## src/rtl/branch_ctrl_pkg.sv

```systemverilog
// ============================================================================
// Module  : branch_ctrl_pkg
// Brief   : Shared opcodes, funct3 encodings and redirect FSM states.
// Revision: 1.0
// ============================================================================
`default_nettype none

package branch_ctrl_pkg;

  localparam logic [6:0] OP_BRANCH = 7'b1100011;
  localparam logic [6:0] OP_JAL    = 7'b1101111;
  localparam logic [6:0] OP_JALR   = 7'b1100111;

  typedef enum logic [2:0] {
    F3_BEQ  = 3'b000,
    F3_BNE  = 3'b001,
    F3_BLT  = 3'b100,
    F3_BGE  = 3'b101,
    F3_BLTU = 3'b110,
    F3_BGEU = 3'b111
  } funct3_e;

  typedef enum logic [1:0] {
    IDLE     = 2'd0,
    FLUSH    = 2'd1,
    REDIRECT = 2'd2
  } redir_state_e;

endpackage

`default_nettype wire

```

## src/rtl/branch_redirect_ctrl_if.sv

```systemverilog
// ============================================================================
// Module  : branch_redirect_ctrl_if
// Brief   : EX-side decode inputs and fetch-side redirect handshake.
// Revision: 1.0
// ============================================================================
`default_nettype none

interface branch_redirect_ctrl_if #(
  parameter int AWIDTH = 32
);
  logic              ex_valid_i;
  logic [6:0]        opcode_i;
  logic [2:0]        funct3_i;
  logic              breq_i;
  logic              brlt_i;
  logic [AWIDTH-1:0] target_i;
  logic              redirect_ready_i;
  logic              busy_o;
  logic              flush_o;
  logic              redirect_valid_o;
  logic [AWIDTH-1:0] redirect_pc_o;
  logic              misalign_o;

  modport master (
    output ex_valid_i, opcode_i, funct3_i, breq_i, brlt_i, target_i, redirect_ready_i,
    input  busy_o, flush_o, redirect_valid_o, redirect_pc_o, misalign_o
  );

  modport slave (
    input  ex_valid_i, opcode_i, funct3_i, breq_i, brlt_i, target_i, redirect_ready_i,
    output busy_o, flush_o, redirect_valid_o, redirect_pc_o, misalign_o
  );
endinterface

`default_nettype wire

```

## src/rtl/branch_taken_dec.sv

```systemverilog
// ============================================================================
// Module  : branch_taken_dec
// Brief   : Combinational taken/not-taken decode from opcode, funct3 and flags.
// Revision: 1.0
// ============================================================================
`default_nettype none

module branch_taken_dec
  import branch_ctrl_pkg::*;
(
  input  logic [6:0] opcode_i,
  input  logic [2:0] funct3_i,
  input  logic       breq_i,
  input  logic       brlt_i,
  output logic       taken,
  output logic       is_branch
);

  always_comb begin
    taken     = 1'b0;
    is_branch = 1'b0;
    case (opcode_i)
      OP_BRANCH: begin
        is_branch = 1'b1;
        case (funct3_i)
          F3_BEQ:           taken = breq_i;
          F3_BNE:           taken = ~breq_i;
          F3_BLT, F3_BLTU:  taken = brlt_i;
          F3_BGE, F3_BGEU:  taken = ~brlt_i;
          default:          taken = 1'b0;
        endcase
      end
      OP_JAL, OP_JALR: taken = 1'b1;
      default:         taken = 1'b0;
    endcase
  end

endmodule

`default_nettype wire

```

## src/rtl/branch_redirect_ctrl.sv

```systemverilog
// ============================================================================
// Module  : branch_redirect_ctrl
// Brief   : Resolves EX branches and sequences flush-then-redirect to fetch.
// Revision: 1.0
// ============================================================================
`default_nettype none

module branch_redirect_ctrl
  import branch_ctrl_pkg::*;
#(
  parameter int AWIDTH       = 32,
  parameter int FLUSH_CYCLES = 2,
  parameter int CWIDTH       = 16
) (
  input  logic                  clk,
  input  logic                  reset_n,
  branch_redirect_ctrl_if.slave bus,
  output logic [CWIDTH-1:0]     branch_cnt_o,
  output logic [CWIDTH-1:0]     taken_cnt_o
);

  localparam logic [CWIDTH-1:0] CNT_MAX    = '1;
  localparam logic [CWIDTH-1:0] CNT_ONE    = CWIDTH'(1);
  localparam logic [3:0]        FLUSH_LOAD = 4'(FLUSH_CYCLES);

  redir_state_e      state_q, state_d;
  logic [3:0]        fcnt_q, fcnt_d;
  logic [AWIDTH-1:0] pc_q, pc_d;
  logic              misalign_q, misalign_d;
  logic [CWIDTH-1:0] bcnt_q, bcnt_d;
  logic [CWIDTH-1:0] tcnt_q, tcnt_d;
  logic              taken;
  logic              is_branch;
  logic [AWIDTH-1:0] tgt;

  branch_taken_dec u_dec (
    .opcode_i  (bus.opcode_i),
    .funct3_i  (bus.funct3_i),
    .breq_i    (bus.breq_i),
    .brlt_i    (bus.brlt_i),
    .taken     (taken),
    .is_branch (is_branch)
  );

  assign tgt = (bus.opcode_i == OP_JALR) ? {bus.target_i[AWIDTH-1:1], 1'b0} : bus.target_i;

  always_comb begin
    state_d    = state_q;
    fcnt_d     = fcnt_q;
    pc_d       = pc_q;
    misalign_d = 1'b0;
    bcnt_d     = bcnt_q;
    tcnt_d     = tcnt_q;
    case (state_q)
      IDLE: begin
        if (bus.ex_valid_i) begin
          if (is_branch && (bcnt_q != CNT_MAX)) bcnt_d = bcnt_q + CNT_ONE;
          if (taken) begin
            // A misaligned target is reported but never redirected.
            if (tgt[1:0] != 2'b00) begin
              misalign_d = 1'b1;
            end else begin
              state_d = FLUSH;
              fcnt_d  = FLUSH_LOAD;
              pc_d    = tgt;
              if (tcnt_q != CNT_MAX) tcnt_d = tcnt_q + CNT_ONE;
            end
          end
        end
      end
      FLUSH: begin
        if (fcnt_q <= 4'd1) state_d = REDIRECT;
        else                fcnt_d  = fcnt_q - 4'd1;
      end
      REDIRECT: begin
        if (bus.redirect_ready_i) state_d = IDLE;
      end
      default: state_d = IDLE;
    endcase
  end

  always_ff @(posedge clk) begin
    if (!reset_n) begin
      state_q    <= IDLE;
      fcnt_q     <= 4'd0;
      pc_q       <= '0;
      misalign_q <= 1'b0;
      bcnt_q     <= '0;
      tcnt_q     <= '0;
    end else begin
      state_q    <= state_d;
      fcnt_q     <= fcnt_d;
      pc_q       <= pc_d;
      misalign_q <= misalign_d;
      bcnt_q     <= bcnt_d;
      tcnt_q     <= tcnt_d;
    end
  end

  assign bus.busy_o           = (state_q != IDLE);
  assign bus.flush_o          = (state_q == FLUSH);
  assign bus.redirect_valid_o = (state_q == REDIRECT);
  assign bus.redirect_pc_o    = pc_q;
  assign bus.misalign_o       = misalign_q;
  assign branch_cnt_o         = bcnt_q;
  assign taken_cnt_o          = tcnt_q;

endmodule

`default_nettype wire
```

## src/flat_wrapper.sv

```systemverilog
// flat-port wrapper written by rule: the top's interface ports become plain ports
module branch_redirect_ctrl_flat import branch_ctrl_pkg::*;
#(
  parameter int AWIDTH       = 32,
  parameter int FLUSH_CYCLES = 2,
  parameter int CWIDTH       = 16
)
  (clk, reset_n, branch_cnt_o, taken_cnt_o, bus_ex_valid_i, bus_opcode_i, bus_funct3_i, bus_breq_i, bus_brlt_i, bus_target_i, bus_redirect_ready_i, bus_busy_o, bus_flush_o, bus_redirect_valid_o, bus_redirect_pc_o, bus_misalign_o);
  branch_redirect_ctrl_if #(.AWIDTH(AWIDTH)) bus_i ();
  input  logic clk;
  input  logic reset_n;
  output logic [CWIDTH-1:0] branch_cnt_o;
  output logic [CWIDTH-1:0] taken_cnt_o;
  input wire logic [$bits(bus_i.ex_valid_i)-1:0] bus_ex_valid_i;
  input wire logic [$bits(bus_i.opcode_i)-1:0] bus_opcode_i;
  input wire logic [$bits(bus_i.funct3_i)-1:0] bus_funct3_i;
  input wire logic [$bits(bus_i.breq_i)-1:0] bus_breq_i;
  input wire logic [$bits(bus_i.brlt_i)-1:0] bus_brlt_i;
  input wire logic [$bits(bus_i.target_i)-1:0] bus_target_i;
  input wire logic [$bits(bus_i.redirect_ready_i)-1:0] bus_redirect_ready_i;
  output wire logic [$bits(bus_i.busy_o)-1:0] bus_busy_o;
  output wire logic [$bits(bus_i.flush_o)-1:0] bus_flush_o;
  output wire logic [$bits(bus_i.redirect_valid_o)-1:0] bus_redirect_valid_o;
  output wire logic [$bits(bus_i.redirect_pc_o)-1:0] bus_redirect_pc_o;
  output wire logic [$bits(bus_i.misalign_o)-1:0] bus_misalign_o;
  assign bus_i.ex_valid_i = bus_ex_valid_i;
  assign bus_i.opcode_i = bus_opcode_i;
  assign bus_i.funct3_i = bus_funct3_i;
  assign bus_i.breq_i = bus_breq_i;
  assign bus_i.brlt_i = bus_brlt_i;
  assign bus_i.target_i = bus_target_i;
  assign bus_i.redirect_ready_i = bus_redirect_ready_i;
  assign bus_busy_o = bus_i.busy_o;
  assign bus_flush_o = bus_i.flush_o;
  assign bus_redirect_valid_o = bus_i.redirect_valid_o;
  assign bus_redirect_pc_o = bus_i.redirect_pc_o;
  assign bus_misalign_o = bus_i.misalign_o;
  branch_redirect_ctrl #(.AWIDTH(AWIDTH), .FLUSH_CYCLES(FLUSH_CYCLES), .CWIDTH(CWIDTH)) u_core (.clk(clk), .reset_n(reset_n), .bus(bus_i), .branch_cnt_o(branch_cnt_o), .taken_cnt_o(taken_cnt_o));
endmodule
```

## config.mk

```make
export PLATFORM = sky130hd
export DESIGN_NAME = branch_redirect_ctrl_flat
export DESIGN_NICKNAME = d
export VERILOG_FILES = /design/src/rtl/branch_ctrl_pkg.sv /design/src/rtl/branch_redirect_ctrl_if.sv /design/src/rtl/branch_taken_dec.sv /design/src/rtl/branch_redirect_ctrl.sv /design/src/flat_wrapper.sv
export SDC_FILE = /design/constraint.sdc
export NUM_CORES = 1
export LEC_CHECK = 0
export CORE_MARGIN = 4
export CORE_UTILIZATION = 45
export CTS_CLUSTER_SIZE = 8
export DETAILED_ROUTE_END_ITERATION = 6
export PLACE_DENSITY = 0.83
export SLEW_MARGIN = 20
export SYNTH_ARGS = -nofsm -noshare
export SYNTH_HDL_FRONTEND = slang
export SYNTH_SLANG_ARGS = --single-unit
```

## constraint.sdc

```tcl
create_clock -name clk -period 4.4 [get_ports clk]
set_input_delay 0.88 -clock clk [delete_from_list [all_inputs] [get_ports clk]]
set_output_delay 0.88 -clock clk [all_outputs]
set_load 0.05 [all_outputs]
```

==> flow_summary.ini <==
[logic_synthesis]
synth-edff-count = 0
syn_inst = 393
syn_area_mm2 = 0.00321
ys_types = 48
synth_flop_cell = dfxtp_1
synth_nets = 445
ys_seq_elements = 71
avgSynthCellArea_um2 = 8.18
seq_area_frac_synth = 0.442
yosys_warnings = 0
synthArstFlopShare = 0

[final_layout]
utilization = 0.675
areaGrowthSynthToFinish_pct = 44.2
fillers = 556
layout.nets = 554
n_antenna_cell = 0
drive_gt1_frac = 0.0473

[route]
m1WireLength_um = 3390
drtIter0Drc = 108
routedWlPerCell_um = 14.2
top_layer = met4
vias = 3253
remaining_drc_errors = 0
viasPerCell = 5.39
wl_um = 8560
drt_first_pass_iters = 4
met3_wirelength_um = 918
met2_length_um = 4120
antenna_left = 0

[global_route]
antenna_found_initial = 0
grt_first_pass_wirelength_um = 13900
grt_usage = 0.198
grt_max_degree = 58
grt_overflow = 0
grt_pass1_vias = 3150

[clock_network]
numCtsBuffers = 9
post_cts_resized = 0
tritoncts = done
htree_levels = 3
path_clk_slew_ns = 0.08
cts_root_buf = clkbuf_8
clock-sinks = 71
clk_latency_ns = 0.34
clk_path_buf_depth = 2
cts_setup_buffers = 0
ctsHoldBuffers = 0

[status]
status = complete, no violations

[worst_setup_path]
endpoint_kind = register
crit_type = input port to register
slowest_delay_ns = 0.79
cp.required_ns = 4.67
crit_fanout = 57
path_delay_family = simple AND/OR/NAND/NOR gates
cpMaxStageDelayCell = or4_4
start_kind = input port
crit_chain = clkdlybuf4s50_1 > nor3b_1 > o32ai_1 > or4_4 > or4_1 > a21oi_1
r2r_cells = 5
arrival_ns = 3.44
crit_buf_inv = 1
worst-path-stages = 6

[placement]
gp_congestion = 0.799
io_buffer_count = 115
post-dp-hpwl_um = 6160

[worst_hold_path]
hold_path_depth = 2
hold_class = register to register

[die]
initial_core_util = 0.468
fp.dieW_um = 92.5
die-area_mm2 = 0.00856
std_cell_rows = 30
design.core.area_mm2 = 0.00687
io_pins = 116
die_height_um = 92.5

[sta]
fin_crit_ns = 3.16
period_share = 0.719
worst_pin_slew_ns = 0.820
finalHoldViolations = 0
tns_ns = 0
fin_skew_ns = 0.0127
drv_slew = 0
slew_headroom = 0.452
rsz0062_at_grt = false
setup_viol = 0
max_freq_mhz = 316

[power]
cellPowerDensity_mw_per_mm2 = 270
irDropWorstVdd_uv = 176
finalPower_mw = 1.25
p_leak_nw = 1.55

[flow_run]
maxCapViolations = 0
[area by class of cell]
type	count	area (µm²)	area share
flip-flops and latches	71	1420	0.307
well taps	96	120	0.0259
inverters	9	33.8	0.00729
clock inverters	7	78.8	0.0170
repair buffers	118	1170	0.253
multi-input cells	293	1680	0.363
clock buffers	9	124	0.0267
[sequential cells by signal, summed over array words and instances, names as in the netlist]
register / count
u_core.taken_cnt_o: 16
u_core.state_q: 2
u_core.bus.misalign_o: 1
u_core.fcnt_q: 4
u_core.bus.redirect_pc_o: 32
u_core.branch_cnt_o: 16
[path summary, 6_finish.rpt]
path | slack [ns] | start | endpoint
max | 1.24 | bus_funct3_i[2] | u_core.taken_cnt_o[5]
min | 0.45 | u_core.bus.redirect_pc_o[8] | u_core.bus.redirect_pc_o[8]
max reg2reg | 1.93 | u_core.state_q[1] | u_core.taken_cnt_o[5]
min reg2reg | 0.45 | u_core.bus.redirect_pc_o[8] | u_core.bus.redirect_pc_o[8]
[power by group]
part / internal (mW) / switching, mW / total, mW
sequential: 0.642 / 0.000391 / 0.643
clock: 0.268 / 0.265 / 0.533
combinational: 0.0457 / 0.0308 / 0.0765
total: 0.956 / 0.296 / 1.25
[worst reg2reg max path: stages (launching register included)]
cell and delay [ns]:
dfxtp_1 0.33, and4bb_2 0.34, nand2_1 0.14, or4_4 0.83, or4_1 0.62, a21oi_1 0.16
[cell usage after synthesis, types with 6 or more instances]
master	instances	area share
nand3_1	15	0.023
nand2_1	83	0.097
o31ai_1	9	0.021
and3_1	6	0.012
mux2i_1	10	0.031
nand2b_1	12	0.023
inv_1	8	0.0093
nor2_1	16	0.019
nand4_1	11	0.021
nor4_1	10	0.019
clkbuf_1	16	0.019
dfxtp_1	71	0.44
a21oi_1	48	0.075
nor3_1	7	0.011
[cells by family (layout without fill, tap and decap cells)]
logic type | count (synthesis) | after routing | share of synthesized area
buffers and inverters | 29 | 143 | 0.0366
adder cells (fa/ha/maj) | 5 | 5 | 0.0187
flip-flops | 71 | 71 | 0.442
AO/OA/AOI/OAI | 83 | 83 | 0.158
XOR/XNOR | 5 | 5 | 0.0136
AND/OR/NAND/NOR | 190 | 190 | 0.299
multiplexers | 10 | 10 | 0.0312
[placed cells by master (no fill, tap or decap), drive strengths merged, types with 5 or more instances in the layout]
master         Yosys  routed
clkdlybuf4s50      0     115
nand2             83      83
dfxtp             71      71
a21oi             48      48
nor2              16      16
nand3             15      15
nand2b            12      12
inv                9      12
nand4             11      11
nor4              11      11
mux2i             10      10
o31ai              9       9
clkbuf            16       9
nor3               7       7
and3               6       6
or4                6       6
xnor2              5       5
o21a               5       5
or3                5       5
[metrics by stage]
step | cells | hold slack (ns) | setup slack (ns) | area [µm²]
2_1_floorplan | 393 | 0.469 | 1.76 | 3210
3_3_place_gp | 587 | 0.437 | 1.01 | 4430
3_5_place_dp | 587 | 0.444 | 0.924 | 4430
4_1_cts | 603 | 0.453 | 1.28 | 4630
5_1_grt | 603 | 0.473 | 1.10 | 4630
6_report | 603 | 0.450 | 1.24 | 4630
[per-layer routing]
layer / track usage / vias up
li1: - / 1624
met1: 0.214 / 1506
met2: 0.338 / 111
met3: 0.0894 / 12
met4: 0.0780 / 0
met5: 0 / -
No activity file was read; power rests on OpenSTA's default activity.
